--- src/rtl/riscv_pkg.sv ---
// Shared RV32I data-memory constants: load/store size codes and the arbiter state type.
package riscv_pkg;

  localparam int XLEN = 32;

  localparam logic [2:0] F3_B  = 3'b000;
  localparam logic [2:0] F3_H  = 3'b001;
  localparam logic [2:0] F3_W  = 3'b010;
  localparam logic [2:0] F3_BU = 3'b100;
  localparam logic [2:0] F3_HU = 3'b101;

  typedef enum logic [1:0] {
    IDLE   = 2'd0,
    ACCESS = 2'd1,
    RESP   = 2'd2
  } arb_state_e;

endpackage

--- src/rtl/dmem_lane_align.sv ---
// Byte-lane steering for one captured access: byte enables, store replication, load extension, legality.
// Purely combinational, zero latency; no flow control of its own.
module dmem_lane_align #(
  parameter int XLEN = 32
) (
  input  logic [2:0]      funct3_i,
  input  logic [1:0]      addr_lo_i,
  input  logic            we_i,
  input  logic [XLEN-1:0] wdata_i,
  input  logic [XLEN-1:0] rdata_i,
  output logic [3:0]      be_o,
  output logic [XLEN-1:0] wdata_o,
  output logic [XLEN-1:0] rdata_o,
  output logic            illegal_o
);
  import riscv_pkg::*;

  logic [XLEN-1:0] shifted;

  always_comb begin
    be_o      = 4'b0000;
    wdata_o   = wdata_i;
    rdata_o   = '0;
    illegal_o = 1'b0;
    // Legal halves have addr[0]=0, so one byte-granular shift serves every size.
    shifted   = rdata_i >> {addr_lo_i, 3'b000};

    case (funct3_i)
      F3_B, F3_BU: begin
        be_o    = 4'b0001 << addr_lo_i;
        wdata_o = {(XLEN/8){wdata_i[7:0]}};
      end
      F3_H, F3_HU: begin
        be_o      = 4'b0011 << {addr_lo_i[1], 1'b0};
        wdata_o   = {(XLEN/16){wdata_i[15:0]}};
        illegal_o = addr_lo_i[0];
      end
      F3_W: begin
        be_o      = 4'b1111;
        illegal_o = (addr_lo_i != 2'b00);
      end
      default: illegal_o = 1'b1;
    endcase

    if (we_i && funct3_i[2]) illegal_o = 1'b1;

    case (funct3_i)
      F3_B:    rdata_o = {{(XLEN-8){shifted[7]}}, shifted[7:0]};
      F3_BU:   rdata_o = {{(XLEN-8){1'b0}}, shifted[7:0]};
      F3_H:    rdata_o = {{(XLEN-16){shifted[15]}}, shifted[15:0]};
      F3_HU:   rdata_o = {{(XLEN-16){1'b0}}, shifted[15:0]};
      F3_W:    rdata_o = shifted;
      default: rdata_o = '0;
    endcase
  end

endmodule

--- src/rtl/dmem_arbiter.sv ---
// Round-robin arbiter sharing one sync data-memory port between core and debug requesters.
// Grant one cycle after request, response the cycle after; requesters hold until gnt.
module dmem_arbiter #(
  parameter int XLEN = 32,
  parameter int AW   = 11
) (
  input  logic            clk_i,
  input  logic            rstn_i,
  input  logic            c_req_i,
  input  logic            c_we_i,
  input  logic [2:0]      c_funct3_i,
  input  logic [XLEN-1:0] c_addr_i,
  input  logic [XLEN-1:0] c_wdata_i,
  output logic            c_gnt_o,
  output logic            c_rvalid_o,
  output logic [XLEN-1:0] c_rdata_o,
  output logic            c_err_o,
  input  logic            d_req_i,
  input  logic            d_we_i,
  input  logic [2:0]      d_funct3_i,
  input  logic [XLEN-1:0] d_addr_i,
  input  logic [XLEN-1:0] d_wdata_i,
  output logic            d_gnt_o,
  output logic            d_rvalid_o,
  output logic [XLEN-1:0] d_rdata_o,
  output logic            d_err_o,
  output logic            mem_en_o,
  output logic            mem_we_o,
  output logic [AW-1:0]   mem_addr_o,
  output logic [3:0]      mem_be_o,
  output logic [XLEN-1:0] mem_wdata_o,
  input  logic [XLEN-1:0] mem_rdata_i
);
  import riscv_pkg::*;

  arb_state_e      state_q, state_d;
  logic            last_gnt_q, last_gnt_d;   // 1 = debug was granted last
  logic            owner_q, owner_d;         // 1 = debug owns the access
  logic            we_q, we_d;
  logic [2:0]      f3_q, f3_d;
  logic [AW+1:0]   addr_q, addr_d;
  logic [XLEN-1:0] wdata_q, wdata_d;

  logic            win_dbg;
  logic [3:0]      be;
  logic [XLEN-1:0] wdata_rep, rdata_ext, resp_rdata;
  logic            illegal;
  logic            unused_addr_hi;

  // Address bits above the memory span wrap silently.
  assign unused_addr_hi = ^{c_addr_i[XLEN-1:AW+2], d_addr_i[XLEN-1:AW+2]};
  assign win_dbg        = d_req_i & (~c_req_i | ~last_gnt_q);

  dmem_lane_align #(.XLEN(XLEN)) u_align (
    .funct3_i  (f3_q),
    .addr_lo_i (addr_q[1:0]),
    .we_i      (we_q),
    .wdata_i   (wdata_q),
    .rdata_i   (mem_rdata_i),
    .be_o      (be),
    .wdata_o   (wdata_rep),
    .rdata_o   (rdata_ext),
    .illegal_o (illegal)
  );

  always_ff @(posedge clk_i or negedge rstn_i) begin
    if (!rstn_i) begin
      state_q    <= IDLE;
      last_gnt_q <= 1'b1;
      owner_q    <= 1'b0;
      we_q       <= 1'b0;
      f3_q       <= 3'b000;
      addr_q     <= '0;
      wdata_q    <= '0;
    end else begin
      state_q    <= state_d;
      last_gnt_q <= last_gnt_d;
      owner_q    <= owner_d;
      we_q       <= we_d;
      f3_q       <= f3_d;
      addr_q     <= addr_d;
      wdata_q    <= wdata_d;
    end
  end

  always_comb begin
    state_d    = state_q;
    last_gnt_d = last_gnt_q;
    owner_d    = owner_q;
    we_d       = we_q;
    f3_d       = f3_q;
    addr_d     = addr_q;
    wdata_d    = wdata_q;
    case (state_q)
      IDLE: begin
        if (c_req_i || d_req_i) begin
          state_d    = ACCESS;
          owner_d    = win_dbg;
          last_gnt_d = win_dbg;
          we_d       = win_dbg ? d_we_i     : c_we_i;
          f3_d       = win_dbg ? d_funct3_i : c_funct3_i;
          addr_d     = win_dbg ? d_addr_i[AW+1:0] : c_addr_i[AW+1:0];
          wdata_d    = win_dbg ? d_wdata_i  : c_wdata_i;
        end
      end
      ACCESS:  state_d = RESP;
      RESP:    state_d = IDLE;
      default: state_d = IDLE;
    endcase
  end

  assign mem_addr_o  = addr_q[AW+1:2];
  assign mem_wdata_o = wdata_rep;

  always_comb begin
    c_gnt_o    = 1'b0;
    d_gnt_o    = 1'b0;
    c_rvalid_o = 1'b0;
    d_rvalid_o = 1'b0;
    c_rdata_o  = '0;
    d_rdata_o  = '0;
    c_err_o    = 1'b0;
    d_err_o    = 1'b0;
    mem_en_o   = 1'b0;
    mem_we_o   = 1'b0;
    mem_be_o   = 4'b0000;
    resp_rdata = (illegal || we_q) ? '0 : rdata_ext;
    case (state_q)
      ACCESS: begin
        c_gnt_o  = ~owner_q;
        d_gnt_o  = owner_q;
        mem_en_o = ~illegal;
        mem_we_o = ~illegal & we_q;
        mem_be_o = illegal ? 4'b0000 : be;
      end
      RESP: begin
        c_rvalid_o = ~owner_q;
        d_rvalid_o = owner_q;
        c_err_o    = ~owner_q & illegal;
        d_err_o    = owner_q & illegal;
        c_rdata_o  = owner_q ? '0 : resp_rdata;
        d_rdata_o  = owner_q ? resp_rdata : '0;
      end
      default: ;
    endcase
  end

endmodule
--- config.mk ---
export PLATFORM = sky130hd
export DESIGN_NAME = dmem_arbiter
export DESIGN_NICKNAME = d
export VERILOG_FILES = /design/src/rtl/riscv_pkg.sv /design/src/rtl/dmem_lane_align.sv /design/src/rtl/dmem_arbiter.sv
export SDC_FILE = /design/constraint.sdc
export NUM_CORES = 1
export LEC_CHECK = 0
export ABC_AREA = 1
export BUFFER_PORTS_ARGS = -buffer_cell sky130_fd_sc_hd__buf_2
export CAP_MARGIN = 10
export CELL_PAD_IN_SITES_DETAIL_PLACEMENT = 2
export CELL_PAD_IN_SITES_GLOBAL_PLACEMENT = 2
export CORE_MARGIN = 2
export CORE_UTILIZATION = 21
export DETAILED_ROUTE_END_ITERATION = 6
export GPL_ROUTABILITY_DRIVEN = 0
export MAX_ROUTING_LAYER = met4
export PLACE_DENSITY = 0.91
export RECOVER_POWER = 100
export SLEW_MARGIN = 20
export SYNTH_ARGS = -nofsm -noshare
export SYNTH_HDL_FRONTEND = slang
export SYNTH_SLANG_ARGS = --single-unit
--- constraint.sdc ---
create_clock -name clk_i -period 4.5 [get_ports clk_i]
set_clock_uncertainty 0.05 [all_clocks]
set_input_delay 0.9 -clock clk_i [delete_from_list [all_inputs] [get_ports clk_i]]
set_output_delay 0.9 -clock clk_i [all_outputs]
set_load 0.02 [all_outputs]
# After elaboration in Yosys (flattened, before gate mapping)
# Index checks and enable logic that the tools add are counted.
[op_classes]
eq_ne = 7
reduce_logical = 9
mux = 26
n_bitwise = 9
n_shift = 3
[ops]
columns = ["op", "n"]
rows = [
  ["2-to-1 mux 32 bit", 6],
  ["case mux 32 bit (5 select lines)", 1],
  ["case mux 32 bit (2 select lines)", 1],
  [">> shifter 32 x 5 -> 32 bit", 1],
  ["2-to-1 mux 13 bit", 1],
  ["case mux 4 bit (3 select lines)", 1],
  ["2-to-1 mux 1 bit", 10],
  ["2-to-1 mux 4 bit", 2],
  ["== test 3 bit, second input constant", 2],
  ["bitwise AND 1 bit", 4],
  ["NOT 1 bit", 4],
  ["case mux 2 bit (2 select lines)", 1],
  ["OR reduction 2 bit", 2],
  ["<< shifter 1 x 2 -> 4 bit, first input constant", 1],
  ["<< shifter 2 x 2 -> 4 bit, first input constant", 1],
  ["== test 3 x 1 -> 1 bit, second input constant", 1],
  ["== test 3 x 2 -> 1 bit, second input constant", 1],
  ["logical NOT 3 bit", 1],
  ["2-to-1 mux 3 bit", 1],
  ["case mux 1 bit (3 select lines)", 1],
  ["== test 2 x 1 -> 1 bit, second input constant", 1],
  ["== test 2 bit, second input constant", 1],
  ["logical NOT 2 bit", 1],
  ["logical OR 1 bit", 2],
  ["6 further kinds", 6],
]
[word_totals]
input_bits = 172
regBits = 53
word_cells = 61
output_inout_bits = 119

# Longest topological paths before layout
[depth]
ltp_word = 8
mapped_depth = 10

# By module
# Synthesis repeated with hierarchy kept, for this count alone.
[unflattened]
cells_unflattened = 848
area_unflattened_um2 = 4845.9
[by_module_without_submodules]
columns = ["module", "seq_area_each_um2", "instances", "cells_each", "area_each_um2"]
rows = [
  ["dmem_arbiter", 1327.5, 1, 576, 3537.1],
  ["dmem_lane_align", 0.0, 1, 272, 1308.8],
]

# Worst setup path before layout
# OpenSTA, ideal clock, no wires.
[synth_timing]
kind = "in2out"
from = "in mem_rdata_i[31]"
to = "out c_rdata_o[19]"
setup_slack_ns = 1.770
path_buffers = 1
t_arrival_ns = 1.780
t_required_ns = 3.550
stages = 9
path_cell_list = "inv_1 nand2_1 nand3_1 nand2_1 nand2_2 buf_6 nand3_1 nand2_1 nor2_1"
[synth_between]
elab_chain_len = 5
[synth_rtl]
columns = ["item", "line", "source"]
rows = [
  ["start, declared", "dmem_arbiter.sv:32", "input logic [XLEN-1:0] mem_rdata_i"],
  [">> shifter 32 x 5 -> 32 bit", "dmem_lane_align.sv:26", "shifted = rdata_i >> {addr_lo_i, 3'b000};"],
  ["case mux 32 bit (5 select lines)", "dmem_lane_align.sv:47", "case (funct3_i)"],
  ["2-to-1 mux 32 bit", "dmem_arbiter.sv:127", "resp_rdata = (illegal || we_q) ? '0 : rdata_ext;"],
  ["2-to-1 mux 32 bit", "dmem_arbiter.sv:141", "c_rdata_o = owner_q ? '0 : resp_rdata;"],
  ["2-to-1 mux 32 bit", "dmem_arbiter.sv:128", "case (state_q)"],
  ["end, declared", "dmem_arbiter.sv:16", "output logic [XLEN-1:0] c_rdata_o,"],
]
# No other way between the ends.

# Worst setup path after layout
[layout_timing]
from = "reg addr_q[0]"
to = "out c_rdata_o[31]"
[layout_between]
elab_chain_len = 7
elab_cells_between_ends = 9
classes_between = "shift (1); mux (6); reduce/logical (2)"
[layout_rtl]
columns = ["item", "line", "source"]
rows = [
  ["start, declared", "dmem_arbiter.sv:41", "logic [AW+1:0] addr_q, addr_d;"],
  ["start signal, assigned", "dmem_arbiter.sv:81", "addr_q <= addr_d;"],
  ["branches (longest 4 deep; another with >> shifter 32 x 5 -> 32 bit)", "n/a", ""],
  ["2-to-1 mux 32 bit *", "dmem_arbiter.sv:127", ""],
  ["2-to-1 mux 32 bit *", "dmem_arbiter.sv:141", ""],
  ["2-to-1 mux 32 bit *", "dmem_arbiter.sv:128", ""],
]
# Every way passes the cells marked *.

==> metrics.md <==
| Metric | Value |
|---|---|
| WP data required | 3.55 ns |
| Port bufs | 252 |
| WL/cell | 17.7 µm |
| CP peak stage delay | 0.59 ns |
| Core Area | 0.0188 mm² |
| First-pass GRT wire length | 29100 µm |
| Slowest CP cell | dfrtp_1 |
| Worst r2r path cells | 4 |
| Setup violations, final | 0 |
| Post-Syn Nets | 819 |
| EDFF count, synth | 0 |
| CP arrival | 2.94 ns |
| Syn-to-layout area delta | 31.0% |
| Synth warn | 0 |
| Worst-Margin Slew | 3.16 ns |
| Setup Buffers After CTS | 0 |
| CTS tree | yes |
| Worst IR Drop VDD | 0.279 mV |
| Drt pass-1 iters | 4 |
| WP buf/inv | 1 |
| Avg Cell Area, Syn | 6.24 µm² |
| Total GRT Usage | 18.8% |
| Rows | 50 |
| Via count | 5148 |
| Hold crit path type | reg2reg |
| CTS resizes | 0 |
| Final instance area | 0.00529 mm² |
| Clock root buffer master | clkbuf_16 |
| Die height | 143 µm |
| Nets | 1021 |
| Met2 routed WL | 9760 µm |
| Post-layout util | 28.2% |
| Startpoint types | register |
| Vias in the first global route | 5476 |
| Levels on crit path | 8 |
| Kind of critical path | reg2out |
| CP dominant cell by count | nand2_1 |
| Post-synth ARST share | 100% |
| DRC errors left | 0 |
| DP Area | 0.00530 mm² |
| Final slew viol count | 157 |
| Setup TNS | 0 ns |
| FF-to-FF Start | state_q[1]$_DFFE_PN0P_ |
| Max clock buf depth | 2 |
| Status | complete, but fails checks |
| Worst path cell trace | nor2_4 -> nand3_1 -> nand2_1 -> nand2_1 -> nor2_4 -> nand2_1 -> nor2_1 -> clkbuf_1 |
| Placed Cells incl. Taps | 1076 |
| Unrepaired setup endpoints after global routing | no |
| Vias per cell | 4.74 |
| Reg2reg end | wdata_q[0]$_DFFE_PN0P_ |
| Top-area cell type share of the netlist area | 32.2% |
| Initial antenna violation count | 3 |
| Largest net degree at the start of global routing | 103 |
| Synth Cell Area | 0.00404 mm² |
| Uppermost routed layer | met4 |
| Initial DRC Count | 97 |
| Final period util | 86.5% |
| Worst-path clk slew | 0.08 ns |
| Post-DRT Antenna Nets | 0 |
| I/O Pins | 291 |
| Critical path startpoint | addr_q[0]$_DFFE_PN0P_ |
| CP Capture Type | output pin |
| Met1 wire length | 7700 µm |
| Max Cap Viol | 2 |
| Yosys reg bits | 53 |
| GR Overflow Total | 0 |
| Final hold violation count | 0 |
| HPWL Detailed | 14900 µm |
| Proportion of layout cells with a drive suffix above 1 | 19.4% |
| Met3 WL | 1450 µm |
| Yosys top cell by area | dfrtp_1 |
| TritonCTS Buffers | 5 |
| Worst slew margin | -110% |
| Synth cell count leaders | nand2_1, nor2_1, dfrtp_1, o21ai_0, inv_1 |
| CP max FO | 32 |
| WL final | 19200 µm |
| H-tree levels | 2 |
| Count leader, synth | nand2_1 |
| CP top delay family | simple AND/OR/NAND/NOR gates |
| TritonCTS Sinks | 53 |
| Fmax | 257 MHz |
| Die area | 0.0203 mm² |
| Post-route minimum period | 3.89 ns |
| Largest cells by area after synthesis | dfrtp_1, nand2_1, nor2_1 |
| Clk_lat worst skew | 0.30 ns |
| Distinct cells, synth | 25 |
| Ys flop type | dfrtp_1 |
| Layout Cells excl Fill | 1087 |
| Synth Instances | 647 |
| Power Density | 723 mW/mm² |
| Reg-to-reg slack, setup | 1.63 ns |
| Leakage | 2.47 nW |
| Crit path capture | c_rdata_o[31] |
| Die width | 143 µm |
| Initial Util | 21.5% |
| Violated checks | capacitance limit, slew limit |
| Register area share after synthesis | 32.9% |
| CTS Hold Bufs | 0 |
==> sequential cells by signal, indices dropped and copies added, names as in the netlist <==
register / count
state_q: 2
owner_q: 1
f3_q: 3
we_q: 1
addr_q: 13
wdata_q: 32
last_gnt_q: 1
==> through the flow <==
step	total power (W)	hold slack (ns)	setup slack, ns
after global routing	0.00418	0.482	0.249
after global placement	0.00346	0.434	0.973
after detailed placement	0.00355	0.438	0.900
after floorplan	0.00275	0.398	1.77
after CTS	0.00398	0.449	0.563
final	0.00382	0.445	0.606
==> area by class of cell <==
cell class	count	area [µm²]
Antenna cell	3	7.51
Clock buffer	5	125
Clock inverter	3	26.3
Fill cell	2428	13500
Inverter	51	191
Multi-Input combinational cell	478	2150
Sequential cell	53	1330
Tap cell	234	293
Timing Repair Buffer	260	1170
==> worst min path at each step <==
stage,startpoint,endpoint,slack [ns],depth (start not counted)
final,last_gnt_q$_DFFE_PN1P_,last_gnt_q$_DFFE_PN1P_,0.44,2
after global routing,last_gnt_q$_DFFE_PN1P_,last_gnt_q$_DFFE_PN1P_,0.48,2
after CTS,last_gnt_q$_DFFE_PN1P_,last_gnt_q$_DFFE_PN1P_,0.45,2
after detailed placement,last_gnt_q$_DFFE_PN1P_,last_gnt_q$_DFFE_PN1P_,0.44,2
after global placement,last_gnt_q$_DFFE_PN1P_,last_gnt_q$_DFFE_PN1P_,0.43,2
after floorplan,state_q[1]$_DFFE_PN0P_,state_q[1]$_DFFE_PN0P_,0.40,1
==> routing by layer <==
| metal | vias to the layer above | track usage [%] |
|---|---|---|
| li1 | 2472 | - |
| met5 | - | - |
| met2 | 215 | 34.2 |
| met1 | 2442 | 20.7 |
| met3 | 19 | 4.53 |
| met4 | 0 | 4.17 |
==> placed cells by master (no fill, tap or decap) <==
| cell type | synthesis | routed |
|---|---|---|
| nor2_1 | 137 | 137 |
| nand3_1 | 28 | 28 |
| dfrtp_1 | 52 | 52 |
| clkbuf_2 | 0 | 1 |
| o21ai_0 | 51 | 51 |
| a31oi_1 | 21 | 21 |
| clkbuf_16 | 0 | 5 |
| inv_1 | 47 | 47 |
| buf_4 | 26 | 5 |
| nor2_2 | 1 | 1 |
| nand2_1 | 176 | 175 |
| and2_1 | 1 | 1 |
| clkbuf_1 | 26 | 118 |
| nor3_1 | 2 | 1 |
| a22oi_1 | 7 | 7 |
| a21oi_1 | 2 | 2 |
| o22ai_1 | 30 | 30 |
| nand2_2 | 3 | 4 |
| nor2_4 | 3 | 3 |
| nand3_2 | 1 | 1 |
| inv_2 | 4 | 4 |
| inv_8 | 0 | 1 |
| o221ai_1 | 8 | 8 |
| buf_2 | 9 | 136 |
| o21ai_1 | 7 | 7 |
| dfstp_2 | 1 | 1 |
| nor3_2 | 0 | 1 |
| clkinvlp_4 | 0 | 2 |
| diode_2 | 0 | 3 |
==> power breakdown <==
group,total (W),internal [W],switching (W)
logic,0.00252,0.000668,0.00185
registers,0.000894,0.000722,0.000172
clock network,0.000411,0.000211,0.000200
==> worst register-to-register path, cell delays in order, from the launching register on <==
cell and delay [ns]:
dfrtp_1 0.41, nor3_2 0.17, clkbuf_2 1.33, o21ai_0 0.57
o22ai_1 0.24
==> cells by family (layout without fill, tap and decap cells) <==
| group | count (synthesis) | in the layout | synth area share, % |
|---|---|---|---|
| other cells | 0 | 3 | 0 |
| buf+inv | 116 | 319 | 14.0 |
| flops | 53 | 53 | 32.9 |
| compound gates | 126 | 126 | 18.4 |
| simple gates | 352 | 352 | 34.7 |
No activity file was read; power rests on OpenSTA's default activity.
